$ cat src/rtl/rs232_pkg.sv
// Shared constants, FSM states and baud divisor helper for the
// buffered RS232 transmitter.
package rs232_pkg;

   localparam int CLK_HZ_DEF = 50_000_000;
   localparam int BAUD_DEF   = 115_200;

   typedef enum logic [2:0] {
      IDLE   = 3'd0,
      START  = 3'd1,
      DATA   = 3'd2,
      PARITY = 3'd3,
      STOP   = 3'd4
   } tx_state_t;

   // Rounded clocks-per-bit
   function automatic int calc_div(input int clk_hz, input int baud);
      return (clk_hz + baud / 2) / baud;
   endfunction

endpackage

$ cat src/rtl/rs232_tx_fifo.sv
// Small synchronous byte FIFO; a push is accepted when not full
// or when a pop happens on the same edge.
module rs232_tx_fifo #(
   parameter int AW = 2,
   parameter int W  = 8
) (
   input  logic          clk,
   input  logic          rst,
   input  logic          push,
   input  logic          pop,
   input  logic [W-1:0]  din,
   output logic [W-1:0]  dout,
   output logic [AW:0]   count_nxt,
   output logic          empty,
   output logic          accept
);

   localparam int DEPTH = 2 ** AW;

   logic [W-1:0]  mem [DEPTH];
   logic [AW-1:0] wr_ptr;
   logic [AW-1:0] rd_ptr;
   logic [AW:0]   count;
   logic          full;
   logic          do_pop;

   assign empty  = (count == '0);
   assign full   = (count == (AW+1)'(DEPTH));
   assign do_pop = pop && !empty;
   assign accept = push && (!full || do_pop);
   assign dout   = mem[rd_ptr];

   always_comb begin
      count_nxt = count;
      if (accept && !do_pop) begin
         count_nxt = count + (AW+1)'(1);
      end else if (do_pop && !accept) begin
         count_nxt = count - (AW+1)'(1);
      end
   end

   always_ff @(posedge clk or posedge rst) begin
      if (rst) begin
         wr_ptr <= '0;
         rd_ptr <= '0;
         count  <= '0;
      end else begin
         if (accept) wr_ptr <= wr_ptr + AW'(1);
         if (do_pop) rd_ptr <= rd_ptr + AW'(1);
         count <= count_nxt;
      end
   end

   always_ff @(posedge clk) begin
      if (accept) mem[wr_ptr] <= din;
   end

endmodule

$ cat src/rtl/rs232_tx_buffered.sv
// Buffered 8N1 RS232 transmitter with sticky overflow flag.
// Define RS_TX_PARITY_EN to add an even parity bit (8E1 framing).
module rs232_tx_buffered
   import rs232_pkg::*;
#(
   parameter int CLK_HZ  = CLK_HZ_DEF,
   parameter int BAUD    = BAUD_DEF,
   parameter int FIFO_AW = 2
) (
   input  logic       CLK_50MHZ,
   input  logic       RST,
   input  logic [7:0] RS_DATAIN,
   input  logic       RS_TRG_WRITE,
   output logic       TXD,
   output logic       TX_BUSY,
   output logic       FIFO_FULL,
   output logic       OVERFLOW
);

   localparam int DIV   = calc_div(CLK_HZ, BAUD);
   localparam int CW    = (DIV > 1) ? $clog2(DIV) : 1;
   localparam int DEPTH = 2 ** FIFO_AW;
   localparam logic [CW-1:0] TC = CW'(DIV - 1);

   tx_state_t        state, state_nxt;
   logic [CW-1:0]    baud_cnt, baud_cnt_nxt;
   logic [2:0]       bit_idx, bit_idx_nxt;
   logic [7:0]       shift, shift_nxt;
   logic             txd_nxt;
   logic             pop;
   logic             tc;
   logic [7:0]       head;
   logic [FIFO_AW:0] count_nxt;
   logic             empty;
   logic             accept;
`ifdef RS_TX_PARITY_EN
   logic             par, par_nxt;
`endif

   rs232_tx_fifo #(
      .AW (FIFO_AW),
      .W  (8)
   ) u_fifo (
      .clk       (CLK_50MHZ),
      .rst       (RST),
      .push      (RS_TRG_WRITE),
      .pop       (pop),
      .din       (RS_DATAIN),
      .dout      (head),
      .count_nxt (count_nxt),
      .empty     (empty),
      .accept    (accept)
   );

   assign tc = (baud_cnt == TC);

   always_comb begin
      state_nxt    = state;
      baud_cnt_nxt = baud_cnt + CW'(1);
      bit_idx_nxt  = bit_idx;
      shift_nxt    = shift;
      txd_nxt      = TXD;
      pop          = 1'b0;
`ifdef RS_TX_PARITY_EN
      par_nxt      = par;
`endif
      unique case (state)
         IDLE: begin
            txd_nxt      = 1'b1;
            baud_cnt_nxt = '0;
            if (!empty) begin
               pop       = 1'b1;
               shift_nxt = head;
               txd_nxt   = 1'b0;
               state_nxt = START;
`ifdef RS_TX_PARITY_EN
               par_nxt   = ^head;
`endif
            end
         end
         START: begin
            if (tc) begin
               baud_cnt_nxt = '0;
               bit_idx_nxt  = '0;
               txd_nxt      = shift[0];
               state_nxt    = DATA;
            end
         end
         DATA: begin
            if (tc) begin
               baud_cnt_nxt = '0;
               shift_nxt    = shift >> 1;
               bit_idx_nxt  = bit_idx + 3'd1;
               txd_nxt      = shift[1];
               if (bit_idx == 3'd7) begin
`ifdef RS_TX_PARITY_EN
                  txd_nxt   = par;
                  state_nxt = PARITY;
`else
                  txd_nxt   = 1'b1;
                  state_nxt = STOP;
`endif
               end
            end
         end
`ifdef RS_TX_PARITY_EN
         PARITY: begin
            if (tc) begin
               baud_cnt_nxt = '0;
               txd_nxt      = 1'b1;
               state_nxt    = STOP;
            end
         end
`endif
         STOP: begin
            txd_nxt = 1'b1;
            if (tc) begin
               baud_cnt_nxt = '0;
               state_nxt    = IDLE;
            end
         end
         default: begin
            baud_cnt_nxt = '0;
            txd_nxt      = 1'b1;
            state_nxt    = IDLE;
         end
      endcase
   end

   // Status flags are registered from next-state values so they
   // line up with the edge that changes the FIFO or FSM.
   always_ff @(posedge CLK_50MHZ or posedge RST) begin
      if (RST) begin
         state     <= IDLE;
         baud_cnt  <= '0;
         bit_idx   <= '0;
         shift     <= '0;
         TXD       <= 1'b1;
         TX_BUSY   <= 1'b0;
         FIFO_FULL <= 1'b0;
         OVERFLOW  <= 1'b0;
`ifdef RS_TX_PARITY_EN
         par       <= 1'b0;
`endif
      end else begin
         state     <= state_nxt;
         baud_cnt  <= baud_cnt_nxt;
         bit_idx   <= bit_idx_nxt;
         shift     <= shift_nxt;
         TXD       <= txd_nxt;
         TX_BUSY   <= (state_nxt != IDLE) || (count_nxt != '0);
         FIFO_FULL <= (count_nxt == (FIFO_AW+1)'(DEPTH));
         OVERFLOW  <= OVERFLOW | (RS_TRG_WRITE & ~accept);
`ifdef RS_TX_PARITY_EN
         par       <= par_nxt;
`endif
      end
   end

endmodule

$ cat config.mk
export PLATFORM = sky130hd
export DESIGN_NAME = rs232_tx_buffered
export DESIGN_NICKNAME = d
export VERILOG_FILES = /design/src/rtl/rs232_pkg.sv /design/src/rtl/rs232_tx_fifo.sv /design/src/rtl/rs232_tx_buffered.sv
export SDC_FILE = /design/constraint.sdc
export NUM_CORES = 1
export LEC_CHECK = 0
export CORE_AREA = 2 2 87 130
export CTS_BUF_LIST = sky130_fd_sc_hd__clkbuf_16
export DETAILED_ROUTE_END_ITERATION = 7
export DIE_AREA = 0 0 89 132
export HOLD_SLACK_MARGIN = 0.03
export PLACE_DENSITY_LB_ADDON = 0.2
export SYNTH_ARGS = -nofsm -noshare
export SYNTH_HDL_FRONTEND = slang
export SYNTH_HIERARCHICAL = 1
export SYNTH_SLANG_ARGS = --single-unit
$ cat constraint.sdc
create_clock -name CLK_50MHZ -period 2.6 [get_ports CLK_50MHZ]
set_clock_uncertainty 0.05 [all_clocks]
set_input_delay 0.26 -clock CLK_50MHZ [delete_from_list [all_inputs] [get_ports CLK_50MHZ]]
set_output_delay 0.26 -clock CLK_50MHZ [all_outputs]
set_load 0.05 [all_outputs]
Yosys cells after proc, flatten, opt, wreduce, memory -nomap -nowiden
Memory sizes are Yosys's and may differ from the RTL's.
Index checks and enable logic that the tools add are counted.
Widths: inputs -> output; s select.
{ "classes": {"addsub": 6, "eq_ne": 10, "mux": 25, "bitwise": 3, "reduce_logical": 20} }
{ "ops": {"columns": ["op", "n"], "rows": [
  ["$mux 3", 9],
  ["$mux 9", 2],
  ["$mux 8", 2],
  ["$pmux 8 s2", 1],
  ["$eq 3x3->1 const B", 4],
  ["$pmux 3 s4", 1],
  ["$add 9x1->9 const B", 1],
  ["$eq 9x9->1 const B", 1],
  ["$mux 1", 8],
  ["$add 3x1->3 const B", 2],
  ["$logic_not 3->1", 2],
  ["$ne 2x2->1 const B", 3],
  ["$pmux 3 s2", 1],
  ["$reduce_and 3->1", 2],
  ["$reduce_bool 3->1", 2],
  ["$add 2x1->2 const B", 2],
  ["$logic_and 1x1->1", 4],
  ["$logic_not 1->1", 4],
  ["$reduce_bool 2->1", 2],
  ["$eq 3x1->1 const B", 1],
  ["$eq 3x2->1 const B", 1],
  ["$pmux 1 s3", 1],
  ["$reduce_or 3->1", 1],
  ["$sub 3x1->3 const B", 1],
  ["other kinds (5)", 6]
]} }
{ "word_totals": {"reg_bits": 34, "ram_bits": 32, "inputBits": 11, "output_inout_bits": 4, "elab_cells": 76, "mem_count": 1} }
{ "memory_table": {"columns": ["memory", "words", "width", "read_ports", "rd_clocked_by_memory_dff", "write_ports", "line_no", "source"], "rows": [
  ["u_fifo.mem", 4, 8, 1, 0, 1, "rs232_tx_fifo.sv:20", "logic [W-1:0] mem [DEPTH];"]
]} }

Depth between registers and ports, before layout
{ "depth": {"depth_word": 12, "mapped_depth": 12, "depth_no_buf": 12} }

Cells and area by module
The synthesis kept the hierarchy.
{ "by_module_without_submodules": {"columns": ["module", "n_inst", "cells_each", "area_per_inst_um2", "seq_area_each_um2"], "rows": [
  ["rs232_tx_fifo", 1, 97, 1704.1, 1136.1],
  ["rs232_tx_buffered", 1, 121, 1402.6, 676.9]
]} }

Worst setup path before layout
No wires, ideal clock.
{ "synth_timing": {"path_kind": "reg2reg", "startpoint": "register u_fifo.count[1]", "endpoint": "register TX_BUSY", "setup_ns": 0.133, "arrival_ns": 2.507, "required_ns": 2.417, "path_slack_ns": -0.090, "stages_incl_launch_ff": 13, "path_buffers": 0, "period_less_slack_ns": 2.690, "cell_sequence": "dfrtp_1 -> inv_1 -> ha_1 -> nand2b_1 -> inv_1 -> or4_2 -> inv_1 -> nand2b_1 -> maj3_2 -> nand3_1 -> o21ai_1 -> nor3_1 -> o211ai_1"} }
{ "synth_between": {"elab_chain_len": 12, "elab_cells_between_ends": 22, "classes_between": "2 x add/sub; 1 x eq/ne; 6 x mux; 13 x reduce/logical"} }
{ "synth_rtl": {"columns": ["element", "line_no", "source"], "rows": [
  ["from (decl)", "rs232_tx_fifo.sv:23", "logic [AW:0] count;"],
  ["from (signal assigned)", "rs232_tx_fifo.sv:50", "count <= count_nxt;"],
  ["$logic_not 3->1 *", "rs232_tx_fifo.sv:27", "assign empty = (count == '0);"],
  ["via empty", "rs232_tx_buffered.sv:34", "logic empty;"],
  ["$mux 1 *", "rs232_tx_buffered.sv:71", "if (!empty) begin"],
  ["$mux 1 *", "rs232_tx_buffered.sv:67", "unique case (state)"],
  ["via pop", "rs232_tx_buffered.sv:30", "logic pop;"],
  ["$logic_and 1x1->1 *", "rs232_tx_fifo.sv:29", "assign do_pop = pop && !empty;"],
  ["$logic_or 1x1->1", "rs232_tx_fifo.sv:30", "assign accept = push && (!full || do_pop);"],
  ["$logic_and 1x1->1", "rs232_tx_fifo.sv:30", null],
  ["$logic_not 1->1", "rs232_tx_fifo.sv:37", "end else if (do_pop && !accept) begin"],
  ["$logic_and 1x1->1", "rs232_tx_fifo.sv:37", null],
  ["$mux 3", "rs232_tx_fifo.sv:37", null],
  ["$mux 3 *", "rs232_tx_fifo.sv:35", "if (accept && !do_pop) begin"],
  ["via count_nxt[1]", "rs232_tx_buffered.sv:33", "logic [FIFO_AW:0] count_nxt;"],
  ["$reduce_bool 3->1 *", "rs232_tx_buffered.sv:151", "TX_BUSY <= (state_nxt != IDLE) || (count_nxt != '0);"],
  ["$logic_or 1x1->1 *", "rs232_tx_buffered.sv:151", null],
  ["to (signal assigned)", "rs232_tx_buffered.sv:151", null],
  ["to (decl)", "rs232_tx_buffered.sv:15", "output logic TX_BUSY,"]
]} }
The timed path passes the listed nets; every way through them passes the cells marked *.
A chain may end at the register's enable or synchronous reset.

Final worst setup path
{ "layout_timing": {"startpoint": "register u_fifo.count[0]", "endpoint": "register TX_BUSY"} }
Same word-level chain as after synthesis.

==> flow_summary.ini <==
[status]
status = completed

[hold_path]
hold_path_class = in -> async

[synthesis]
yosysSeqAreaShare_pct = 58.4
synth_compound_area_share_pct = 7.73
synthCells = 218
synth_top_family_by_area = multiplexers
async_flop_share_pct = 51.5
syn_area_mm2 = 0.00311
synth_ff_type = dfrtp_1
ys_warn_count = 6
synth-xor-area-share_pct = 2.54
synth_edf_count = 32
synthAdderAreaFrac_pct = 4.79
synthSimpleGateAreaFrac_pct = 10.2
syn_nets = 240
ys_ff_latch = 66
synthMuxAreaShare_pct = 12.9
yosysUniqueCellTypes = 53
synth_area_per_cell_um2 = 14.3

[sta]
setup_viol = 0
rsz0062_at_grt = no
max-slew-margin-rel_pct = 53.7
period_share_pct = 92.5
fmax_mhz = 416
timing.final.hold_violations = 0
finalSetupTns_ns = 0
slew_violations = 0
worstMarginPinSlew_ns = 0.689
finalCriticalPeriod_ns = 2.40

[cells_and_area]
fill_cells = 1060
syn_to_final_growth_pct = 23.3
drive_above_1_share_pct = 23.5
post-route-cell-area_mm2 = 0.00383
design.final.nets = 277
diodes = 0

[drt]
dr.pass1.iters = 4
remaining_drc_errors = 0
drt_wl_total_um = 5750
vias = 1854
drt_iter0_drc = 66
vias_per_cell = 4.59
drtAntennaViolNets = 0
avgRoutedWirePerCell_um = 14.2

[placement]
io_buffers = 14
gp_congestion = 0.802
dp.final_hpwl_um = 3990
place_area_mm2 = 0.00346

[global_routing]
first_global_vias = 1890
grt_max_degree = 28
track_usage_pct = 10.9
grt_overflow_total = 0
grt_pass1_wl_um = 9600
antenna_found_initial = 0

[cts]
cts_buffer_depth = 2
postCtsHoldBufs = 0
cts_sinks = 66
numCtsBuffers = 9
cts_root_buf = clkbuf_16
cts_tree = yes
cts_max_level = 3
clk_pin_slew_worst_paths_ns = 0.06
worstSkewPairLatency_ns = 0.33

[pwr]
total_power_w = 0.00314
cellPowerDensity_mw_per_mm2 = 819
leakagePower_nw = 1.46
internal_power_w = 0.00229
switchingPower_w = 0.000845
p_clk_share_pct = 39.9
peakVddDrop_mv = 0.349
swShare_pct = 26.9
combinationalPowerShare_pct = 18.6
seqPwrFrac_pct = 41.5

[floorplan]
die_area_mm2 = 0.0117
core_area_mm2 = 0.0106
ioPinCount = 15
start_util_pct = 29.3
die_x_um = 89
dieHeight_um = 132
rows = 46

[setup_path]
cp-end-kind = register
crit_fanout = 8
startpoint_type = register
critPathRequiredTime_ns = 2.75
crit_type = reg -> reg
worstPathArrival_ns = 2.56
ff2ff_path_depth = 12

[job]
drv_cap = 0
[cell usage in the layout (no fill, tap or decap), types with 4 or more instances in the layout]
cell / instances
a211oi_1: 4
a21oi_1: 5
and2_1: 4
buf_4: 19
clkbuf_16: 9
clkdlybuf4s50_1: 14
dfrtp_1: 33
edfxtp_1: 32
ha_1: 10
inv_1: 12
inv_6: 4
mux2_2: 16
mux4_1: 8
nand2_1: 11
nand3_1: 6
nor2_1: 4
nor3_1: 7
o21ai_0: 6
xnor2_1: 6
[synth_stat cells (5+ instances only)]
| cell type | instances | area share (%) |
|---|---|---|
| nand3_1 | 6 | 0.97 |
| mux4_1 | 8 | 6.8 |
| a21oi_1 | 5 | 0.81 |
| nor3_1 | 7 | 1.1 |
| nand2_1 | 11 | 1.3 |
| inv_1 | 13 | 1.6 |
| dfrtp_1 | 33 | 27 |
| mux2_2 | 16 | 5.8 |
| edfxtp_1 | 32 | 31 |
| xnor2_1 | 6 | 1.7 |
| o21ai_0 | 7 | 1.1 |
| ha_1 | 11 | 4.4 |
[worst paths after layout]
check	slack, ns	startpoint	endpoint
hold / removal	0.15	RST	u_fifo/rd_ptr[1]
min in group CLK_50MHZ	0.41	OVERFLOW	OVERFLOW
setup reg to reg	0.20	u_fifo/count[0]	TX_BUSY
hold reg to reg	0.41	OVERFLOW	OVERFLOW
max in group asynchronous	1.91	RST	TXD
setup / recovery	0.20	u_fifo/count[0]	TX_BUSY
[power groups by stage]
| stage | registers (W) | logic [W] | clock network [W] |
|---|---|---|---|
| after global routing | 0.00132 | 0.000657 | 0.00133 |
| after detailed placement | 0.00132 | 0.000551 | 0 |
| final | 0.00130 | 0.000585 | 0.00125 |
| after CTS | 0.00130 | 0.000551 | 0.00128 |
| after global placement | 0.00132 | 0.000550 | 0 |
| after floorplan | 0.00133 | 0.000330 | 0 |
[cell families after synthesis]
group	count (synthesis)
and+or+nand+nor	53
muxes	25
buffers and inverters	20
DFF	66
AOI/OAI and AO/OA	33
adders and majority gates	12
xor gates and xnor gates	9
[layer usage]
layer  wire length, um  part of all wire (%)  global-route usage [%]  vias up
li1                  -                     -                       -      906
met1              2470                    43                    12.8      917
met3               149                   2.6                    2.88       10
met4               146                   2.5                    5.97        0
met5                 0                     0                       0        -
met2              2990                    52                    17.8       21
[critical path, cell delays in order, from the launching register on]
cell      delay, ns
dfrtp_1        0.35
inv_1          0.08
ha_2           0.20
nand2b_1       0.09
inv_1          0.06
or4_4          0.51
inv_6          0.10
nor2b_4        0.18
a21oi_1        0.08
a32oi_1        0.14
o21ai_1        0.12
nor3_1         0.21
o211ai_1       0.11
[per-stage QoR]
stage          hold slack (ns)  worst slack, ns  utilization [%]  instances
3_5_place_dp             0.397            0.123             32.7        381
3_3_place_gp             0.391            0.180             32.7        381
2_1_floorplan           0.0134            0.172                -        218
4_1_cts                  0.147            0.109             35.6        397
6_report                 0.148            0.196             36.2        404
5_1_grt                  0.171          0.00881             36.2        404
[flip-flops by register name (all words and copies together), names as in the netlist]
name and flops:
TXD 1, u_fifo/count 3, OVERFLOW 1, state 3, TX_BUSY 1, u_fifo/rd_ptr 2
shift 8, u_fifo/mem 32, bit_idx 3, u_fifo/wr_ptr 2, baud_cnt 9, FIFO_FULL 1
[timing repair]
action / 4_1_cts / 5_1_grt
endpoints found under the setup margin: 0 / 1
gates resized for setup: 0 / 3
buffers inserted: 0 / 7
hold endpoints to repair: 0 / 0
[layout make-up]
class	instances	area [um2]	share of cell area, %
inverter	13	53.8	1.40
multi-input combinational	132	1190	31.1
sequential	66	1810	47.3
tap	144	180	4.70
clock inverter	7	83.8	2.19
timing repair buffer	33	283	7.38
clock buffer	9	225	5.88
Note: power is estimated with default switching activity, not from simulation.
